**src/rtl/axis_pkt_gen.sv**
```systemverilog
// axis_pkt_gen: AXI-Stream packet source with programmable size, count and
// inter-packet gap; payload bytes increment from 0 at the start of each packet.
// Optional feature macro: AXIS_PKT_GEN_SEQ_HEADER_EN puts the running packet
// count in the low bytes of each packet's first beat.
module axis_pkt_gen #(
    parameter int unsigned BYTE_WIDTH = 4,
    parameter int unsigned SIZE_WIDTH = 16,
    parameter int unsigned CNT_WIDTH  = 32,
    parameter int unsigned GAP_WIDTH  = 8
) (
    input  logic                    CLK,
    input  logic                    RESET,
    input  logic                    START,
    input  logic                    STOP,
    input  logic [SIZE_WIDTH-1:0]   PACKET_SIZE,
    input  logic [CNT_WIDTH-1:0]    PACKET_LIMIT,
    input  logic [GAP_WIDTH-1:0]    GAP_CYCLES,
    output logic                    BUSY,
    output logic [CNT_WIDTH-1:0]    PACKET_CNT,
    output logic [8*BYTE_WIDTH-1:0] M_AXIS_TDATA,
    output logic [BYTE_WIDTH-1:0]   M_AXIS_TKEEP,
    output logic                    M_AXIS_TVALID,
    input  logic                    M_AXIS_TREADY,
    output logic                    M_AXIS_TLAST
);

    localparam int unsigned DATA_W = 8 * BYTE_WIDTH;
    // One extra bit so offset + BYTE_WIDTH never wraps for the largest size.
    localparam int unsigned OFF_W  = SIZE_WIDTH + 1;

    localparam logic [1:0] S_IDLE = 2'd0;
    localparam logic [1:0] S_DATA = 2'd1;
    localparam logic [1:0] S_GAP  = 2'd2;

    logic [1:0]            state,     state_nxt;
    logic [SIZE_WIDTH-1:0] size_q,    size_nxt;
    logic [CNT_WIDTH-1:0]  limit_q,   limit_nxt;
    logic [GAP_WIDTH-1:0]  gap_q,     gap_nxt;
    logic [CNT_WIDTH-1:0]  run_cnt,   run_nxt;
    logic [OFF_W-1:0]      off_q,     off_nxt;
    logic [GAP_WIDTH-1:0]  gap_cnt,   gcnt_nxt;
    logic                  stop_seen, stop_nxt;
    logic                  busy_nxt;
    logic [CNT_WIDTH-1:0]  pcnt_nxt;
    logic                  load_beat;
    logic                  clr_beat;

    logic [DATA_W-1:0]     bd_data;
    logic [BYTE_WIDTH-1:0] bd_keep;
    logic                  bd_last;

    // Next-state and control decode; a loaded beat is built from off/size/pcnt next values.
    always_comb begin
        state_nxt = state;
        size_nxt  = size_q;
        limit_nxt = limit_q;
        gap_nxt   = gap_q;
        run_nxt   = run_cnt;
        off_nxt   = off_q;
        gcnt_nxt  = gap_cnt;
        stop_nxt  = stop_seen;
        busy_nxt  = BUSY;
        pcnt_nxt  = PACKET_CNT;
        load_beat = 1'b0;
        clr_beat  = 1'b0;
        case (state)
            S_IDLE: begin
                if (START) begin
                    state_nxt = S_DATA;
                    busy_nxt  = 1'b1;
                    size_nxt  = (PACKET_SIZE == '0) ? SIZE_WIDTH'(1) : PACKET_SIZE;
                    limit_nxt = PACKET_LIMIT;
                    gap_nxt   = GAP_CYCLES;
                    run_nxt   = '0;
                    off_nxt   = '0;
                    stop_nxt  = STOP;
                    load_beat = 1'b1;
                end
            end
            S_DATA: begin
                stop_nxt = stop_seen | STOP;
                if (M_AXIS_TVALID && M_AXIS_TREADY) begin
                    if (M_AXIS_TLAST) begin
                        pcnt_nxt = PACKET_CNT + CNT_WIDTH'(1);
                        run_nxt  = run_cnt + CNT_WIDTH'(1);
                        off_nxt  = '0;
                        if (((limit_q != '0) && (run_nxt == limit_q)) || stop_seen || STOP) begin
                            state_nxt = S_IDLE;
                            busy_nxt  = 1'b0;
                            stop_nxt  = 1'b0;
                            clr_beat  = 1'b1;
                        end else if (gap_q == '0) begin
                            load_beat = 1'b1;
                        end else begin
                            state_nxt = S_GAP;
                            gcnt_nxt  = gap_q;
                            clr_beat  = 1'b1;
                        end
                    end else begin
                        off_nxt   = off_q + OFF_W'(BYTE_WIDTH);
                        load_beat = 1'b1;
                    end
                end
            end
            S_GAP: begin
                stop_nxt = stop_seen | STOP;
                if (gap_cnt <= GAP_WIDTH'(1)) begin
                    if (stop_seen || STOP) begin
                        state_nxt = S_IDLE;
                        busy_nxt  = 1'b0;
                        stop_nxt  = 1'b0;
                    end else begin
                        state_nxt = S_DATA;
                        load_beat = 1'b1;
                    end
                end else begin
                    gcnt_nxt = gap_cnt - GAP_WIDTH'(1);
                end
            end
            default: begin
                state_nxt = S_IDLE;
                busy_nxt  = 1'b0;
                stop_nxt  = 1'b0;
                clr_beat  = 1'b1;
            end
        endcase
    end

`ifdef AXIS_PKT_GEN_SEQ_HEADER_EN
    localparam int unsigned HDR_BYTES = (BYTE_WIDTH < 4) ? BYTE_WIDTH : 4;
    logic [31:0] hdr_cnt;
    assign hdr_cnt = 32'(pcnt_nxt);
`endif

    // Beat builder: bytes below the packet size carry their byte index, the rest are zero.
    always_comb begin
        logic [OFF_W-1:0] pos;
        pos     = '0;
        bd_data = '0;
        bd_keep = '0;
        for (int unsigned i = 0; i < BYTE_WIDTH; i++) begin
            pos = off_nxt + OFF_W'(i);
            if (pos < {1'b0, size_nxt}) begin
                bd_keep[i]        = 1'b1;
                bd_data[8*i +: 8] = pos[7:0];
            end
        end
`ifdef AXIS_PKT_GEN_SEQ_HEADER_EN
        for (int unsigned i = 0; i < HDR_BYTES; i++) begin
            if ((off_nxt == '0) && bd_keep[i]) begin
                bd_data[8*i +: 8] = hdr_cnt[8*i +: 8];
            end
        end
`endif
        bd_last = (({1'b0, size_nxt} - off_nxt) <= OFF_W'(BYTE_WIDTH));
    end

    // State, configuration and registered AXIS outputs.
    always_ff @(posedge CLK) begin
        if (RESET) begin
            state         <= S_IDLE;
            size_q        <= '0;
            limit_q       <= '0;
            gap_q         <= '0;
            run_cnt       <= '0;
            off_q         <= '0;
            gap_cnt       <= '0;
            stop_seen     <= 1'b0;
            BUSY          <= 1'b0;
            PACKET_CNT    <= '0;
            M_AXIS_TVALID <= 1'b0;
            M_AXIS_TDATA  <= '0;
            M_AXIS_TKEEP  <= '0;
            M_AXIS_TLAST  <= 1'b0;
        end else begin
            state      <= state_nxt;
            size_q     <= size_nxt;
            limit_q    <= limit_nxt;
            gap_q      <= gap_nxt;
            run_cnt    <= run_nxt;
            off_q      <= off_nxt;
            gap_cnt    <= gcnt_nxt;
            stop_seen  <= stop_nxt;
            BUSY       <= busy_nxt;
            PACKET_CNT <= pcnt_nxt;
            if (load_beat) begin
                M_AXIS_TVALID <= 1'b1;
                M_AXIS_TDATA  <= bd_data;
                M_AXIS_TKEEP  <= bd_keep;
                M_AXIS_TLAST  <= bd_last;
            end else if (clr_beat) begin
                M_AXIS_TVALID <= 1'b0;
                M_AXIS_TDATA  <= '0;
                M_AXIS_TKEEP  <= '0;
                M_AXIS_TLAST  <= 1'b0;
            end
        end
    end

endmodule

```
**config.mk**
```make
export PLATFORM = sky130hd
export DESIGN_NAME = axis_pkt_gen
export DESIGN_NICKNAME = d
export VERILOG_FILES = /design/src/rtl/axis_pkt_gen.sv
export SDC_FILE = /design/constraint.sdc
export NUM_CORES = 1
export LEC_CHECK = 0
export ABC_AREA = 0
export CORE_MARGIN = 4
export CORE_UTILIZATION = 51
export CTS_CLUSTER_SIZE = 24
export DETAILED_ROUTE_END_ITERATION = 8
export GPL_TIMING_DRIVEN = 0
export PLACE_DENSITY = 0.72
export RECOVER_POWER = 50
export SLEW_MARGIN = 30
export SYNTH_ARGS = -nofsm -noshare
export SYNTH_HDL_FRONTEND = slang
export SYNTH_SLANG_ARGS = --single-unit
```
**constraint.sdc**
```tcl
create_clock -name CLK -period 15.3 [get_ports CLK]
set_input_delay 3.825 -clock CLK [delete_from_list [all_inputs] [get_ports CLK]]
set_output_delay 3.825 -clock CLK [all_outputs]
set_load 0.02 [all_outputs]
```
Word level (Yosys, flattened, before mapping)
Cells that the tools add are included.
Widths: inputs -> output; s select.
{"block": "op_classes", "n_eq_ne": 13, "n_bitwise": 1, "div_mod_pow": 0, "addsub": 8, "n_reduce_logical": 19, "order_cmp": 6, "shifts": 0, "n_mux": 67, "n_mul": 0}
{"cell": "$mux 32", "count": 5}
{"cell": "$mux 8", "count": 9}
{"cell": "$lt 17x16->1", "count": 4}
{"cell": "$add 32x1->32 const B", "count": 2}
{"cell": "$pmux 32 s2", "count": 1}
{"cell": "$mux 17", "count": 3}
{"cell": "$mux 16", "count": 3}
{"cell": "$add 17x2->17 const B", "count": 2}
{"cell": "$pmux 17 s2", "count": 1}
{"cell": "$eq 32x32->1", "count": 1}
{"cell": "$reduce_bool 32->1", "count": 1}
{"cell": "$mux 1", "count": 31}
{"cell": "$ne 2x2->1 const B", "count": 9}
{"cell": "$add 17x1->17 const B", "count": 1}
{"cell": "$add 17x3->17 const B", "count": 1}
{"cell": "$le 17x3->1 const B", "count": 1}
{"cell": "$sub 16x17->17", "count": 1}
{"cell": "$logic_not 16->1", "count": 1}
{"cell": "$pmux 8 s2", "count": 1}
{"cell": "$mux 2", "count": 6}
{"cell": "$reduce_and 6->1", "count": 2}
{"cell": "$pmux 1 s3", "count": 3}
{"cell": "$le 8x1->1 const B", "count": 1}
{"cell": "$logic_not 8->1", "count": 1}
{"cell": "17 further kinds", "count": 23}
{"block": "word_totals", "inputBits": 61, "register_bits": 187, "latchBits": 0, "mem_bits_rw": 0, "out_inout_bits": 71, "rom_bits": 0, "memories": 0}

Depth between registers and ports, before layout
{"block": "logic_depth", "ltp_word": 11, "ltp_mapped": 19}

Worst setup path before layout
OpenSTA, ideal clock, no wires.
{"block": "synth_path", "path_type": "in2reg", "start": "in START", "end": "reg M_AXIS_TLAST", "setup_slack_ps": 7468, "arrival_time_ps": 7773, "n_path_buf": 3, "cell_stages": 15, "required_ps": 15241, "setup_ps": 59, "cell_sequence": "or3b_2 > clkbuf_1 > buf_1 > mux2i_1 > inv_1 > ha_1 > clkbuf_1 > a2111o_1 > o211ai_1 > a31o_2 > maj3_1 > nor2b_1 > or4_1 > a2111oi_0 > a22o_1"}
{"block": "synth_between", "elab_chain_len": 5, "word_cells_on_any_way": 10, "cone_classes": "add/sub: 1; order compare: 1; mux: 7; reduce/logical: 1"}
{"element": "start: declaration", "line_no": "13", "text": "input logic START,"}
{"element": "$mux 16", "line_no": "68", "text": "if (START) begin"}
{"element": "$mux 16", "line_no": "66", "text": "case (state)"}
{"element": "named net size_nxt[6]", "line_no": "36", "text": "logic [SIZE_WIDTH-1:0] size_q, size_nxt;"}
{"element": "$sub 16x17->17", "line_no": "155", "text": "bd_last = (({1'b0, size_nxt} - off_nxt) <= OFF_W'(BYTE_WIDTH));"}
{"element": "$le 17x3->1", "line_no": "155"}
{"element": "$mux 1", "line_no": "186", "text": "if (load_beat) begin"}
{"element": "end signal: assignment", "line_no": "190", "text": "M_AXIS_TLAST <= bd_last;"}
{"element": "end: declaration", "line_no": "24", "text": "output logic M_AXIS_TLAST"}
The timed path passes the listed nets, and every way through them passes these cells.
A chain may end at the register's enable or synchronous reset.

Worst setup path in the final report
Ends and elaborated chain as after synthesis.

==> results.sh <==
export IMPL_final_cells=1974
export IMPL_critPathMaxStageDelay_ns=0.74
export IMPL_num_vias=11746
export IMPL_drv_cap=0
export IMPL_highest_layer="met4"
export IMPL_drv_slew=0
export IMPL_ctsRootBufferMaster="clkbuf_16"
export IMPL_avgSynthCellArea_sq_um=7.92
export IMPL_cpMostUsedCell="clkbuf_1"
export IMPL_via_per_inst=5.95
export IMPL_cts_tree="yes"
export IMPL_fmax_ghz=0.102
export IMPL_start_kind="input port"
export IMPL_grt_pass1_wl_mm=59.1
export IMPL_peakVddDrop_mv=0.0627
export IMPL_drc=0
export IMPL_clockBufferDepth=2
export IMPL_io_buffers=129
export IMPL_wl_met1_mm=16.0
export IMPL_slew_headroom_pct=21.5
export IMPL_critPathRequiredTime_ns=15.69
export IMPL_firstDrtPassIters=5
export IMPL_crit_fanout=10
export IMPL_powerDensity_mw_per_mm2=94.7
export IMPL_place_congestion=0.939
export IMPL_path_clk_slew_ns=0.08
export IMPL_synth_nets=1633
export IMPL_final_hold_viol_count=0
export IMPL_dp_hpwl_mm=27.6
export IMPL_synth_xor_area_share_pct=8.55
export IMPL_core_sq_mm=0.0228
export IMPL_rows=55
export IMPL_ioPinCount=132
export IMPL_ys_flop_type="dfxtp_1"
export IMPL_diodes=0
export IMPL_synth_cell_types=86
export IMPL_synth_compound_area_share_pct=19.9
export IMPL_dr_wl_met3_mm=2.55
export IMPL_synth_edf_count=0
export IMPL_ys_ff_latch=187
export IMPL_wl_mm=36.7
export IMPL_r2r_end="M_AXIS_TLAST$_SDFFE_PP0P_"
export IMPL_htree_num_levels=4
export IMPL_cp_endpoint="M_AXIS_TLAST$_SDFFE_PP0P_"
export IMPL_dieArea_sq_mm=0.0258
export IMPL_r2r_start="state[1]$_SDFFE_PP0P_"
export IMPL_rsz0062_at_grt="false"
export IMPL_floorplan_initialDensity_pct=52.1
export IMPL_worst_path_max_delay_cell="buf_1"
export IMPL_r2r_cells=16
export IMPL_syn_area_sq_mm=0.0119
export IMPL_cts_repair_resized=0
export IMPL_finalCritPeriodShare_pct=63.8
export IMPL_ff2ff_setup_slack_ns=8.94
export IMPL_setup_viol=0
export IMPL_clkLatencyLatePin_ns=0.45
export IMPL_die_w_um=161
export IMPL_drt_wirelength_per_cell_um=18.6
export IMPL_cp_arrival_ns=10.15
export IMPL_area_delta_synth_final_pct=19.2
export IMPL_worst_slew_pin_slew_ns=1.16
export IMPL_die_h_um=161
export IMPL_wl_met2_mm=16.7
export IMPL_dp_cells=1942
export IMPL_antenna_found_initial=0
export IMPL_postCtsSetupRepairBufs=0
export IMPL_seq_area_frac_synth_pct=31.5
export IMPL_final_antenna_net_count=0
export IMPL_grt_max_degree=19
export IMPL_p_leak_uw=0.00550
export IMPL_clock_sinks=187
export IMPL_grt_pass1_vias=11294
export IMPL_ctsHoldBuffers=0
export IMPL_synth_area_mux_share_pct=2.31
export IMPL_yosys_area_share_adder_pct=7.73
export IMPL_finClkSkew_ns=0.0174
export IMPL_endpoint_kind="flop"
export IMPL_drt_iter0_drc=896
export IMPL_async_flop_share_pct=0
export IMPL_drive_above_1_share_pct=4.70
export IMPL_period_needed_ns=9.76
export IMPL_numCtsBuffers=17
export IMPL_hold_path_class="reg2reg"
export IMPL_synth_top_family_by_area="simple AND/OR/NAND/NOR gates"
export IMPL_ys_warn_count=0
export IMPL_nets=1781
export IMPL_yosys_area_share_simple_pct=25.4
export IMPL_finalSetupTns_ns=0
export IMPL_run_status="completed"
export IMPL_crit_chain="dlygate4sd3_1 > or3b_2 > clkbuf_1 > buf_1 > mux2i_1 > inv_1 > ha_1 > clkbuf_1 > a2111o_1 > o211ai_1 > a31o_2 > maj3_1 > nor2b_1 > or4_1 > a2111oi_2 > a22o_1"
export IMPL_grt_use_total_pct=28.0
export IMPL_worst_setup_path_type="in2reg"
export IMPL_startpoint="START"
export IMPL_syn_inst=1500
export IMPL_grt_overflow=0
## state kept, by name, indices dropped and copies added (netlist names), 2 cells and up
signal and cells:
M_AXIS_TDATA 32, M_AXIS_TKEEP 4, PACKET_CNT 32, gap_cnt 8, gap_q 8, limit_q 32, off_q 17, run_cnt 32
size_q 16, state 2
## cells by family (layout without fill, tap and decap cells)
kind of cell    Yosys count  after routing
compound gates          353            353
xor+xnor                116            116
fa+ha+maj                73             73
buf+inv                 137            298
flops                   187            187
mux                      26             26
simple gates            608            608
## worst max-delay path, delay by kind of cell
| kind | cells | cell delay [ns] |
|---|---|---|
| AO/OA/AOI/OAI | 5 | 1.93 |
| multiplexers | 1 | 0.61 |
| adder cells (fa/ha/maj) | 2 | 0.52 |
| buffers and inverters | 5 | 2.41 |
| AND/OR/NAND/NOR | 3 | 0.85 |
## area by class of cell
class                           instances  area (sq um)
Tap cell                              313           392
Timing Repair Buffer                  129          1290
Inverter                               54           203
Clock buffer                           18           439
Buffer                                 83           343
Multi-Input combinational cell       1176          7570
Clock inverter                         14           176
Sequential cell                       187          3740
Fill cell                            2103          8620
## routing by layer
| metal | GRT usage, % | vias up |
|---|---|---|
| met5 | 0 | - |
| met4 | 12.4 | 0 |
| met3 | 5.31 | 72 |
| met2 | 45.5 | 442 |
| met1 | 36.3 | 5518 |
| li1 | - | 5714 |
## layout by cell type (no fill, tap or decap), drive strengths merged, types with 14 or more instances in the layout
master	synthesis	final
a21oi	120	120
nor2	154	154
nor4	37	37
nand2b	14	14
dfxtp	187	187
clkbuf	67	88
nand4	42	42
ha	71	71
a32o	19	19
xnor2	73	73
nand3	37	37
clkdlybuf4s50	0	57
or3	22	22
xor2	43	43
mux2i	25	25
nor3	29	29
o21ai	70	70
and4	17	17
and3	17	17
nand2	187	187
dlygate4sd3	0	72
inv	53	60
## stage by stage
stage                     setup WS, ns  cell area, sq um  utilization (%)  hold slack, ns  power [uW]
after floorplan                   7.47             11900                -           0.446         768
after global placement            4.69             13600             59.5           0.448         870
after detailed placement          5.28             13600             59.6           0.447         876
after CTS                         5.73             14200             62.3           0.473        1340
after global routing              5.33             14200             62.2           0.494        1400
final                             5.54             14200             62.2           0.463        1340
## Yosys cell counts, types with 37 or more instances
cell        n  area, sq um
nand2_1   187          702
nor2_1    152          571
xnor2_1    73          639
clkbuf_1   66          248
a21oi_1   120          601
nand3_1    37          185
dfxtp_1   187         3740
nand4_1    41          257
inv_1      50          188
xor2_1     43          377
o21ai_0    67          335
ha_1       71          888
## report_power, final
group	internal (uW)	total [uW]	switching [uW]
sequential	509	527	17.6
combinational	133	341	208
clock	252	472	220
total	895	1340	446
## worst min path at each step
stage	start	to	cells past startpoint
after floorplan	gap_q[6]$_SDFFE_PP0P_	gap_q[6]$_SDFFE_PP0P_	2
after global placement	M_AXIS_TDATA[31]$_SDFFE_PP0P_	M_AXIS_TDATA[31]$_SDFFE_PP0P_	2
after detailed placement	M_AXIS_TKEEP[3]$_SDFFE_PP0P_	M_AXIS_TKEEP[3]$_SDFFE_PP0P_	2
after CTS	M_AXIS_TDATA[25]$_SDFFE_PP0P_	M_AXIS_TDATA[25]$_SDFFE_PP0P_	2
after global routing	M_AXIS_TKEEP[3]$_SDFFE_PP0P_	M_AXIS_TKEEP[3]$_SDFFE_PP0P_	2
final	M_AXIS_TDATA[25]$_SDFFE_PP0P_	M_AXIS_TDATA[25]$_SDFFE_PP0P_	2
(Power assumes the default switching activity.)
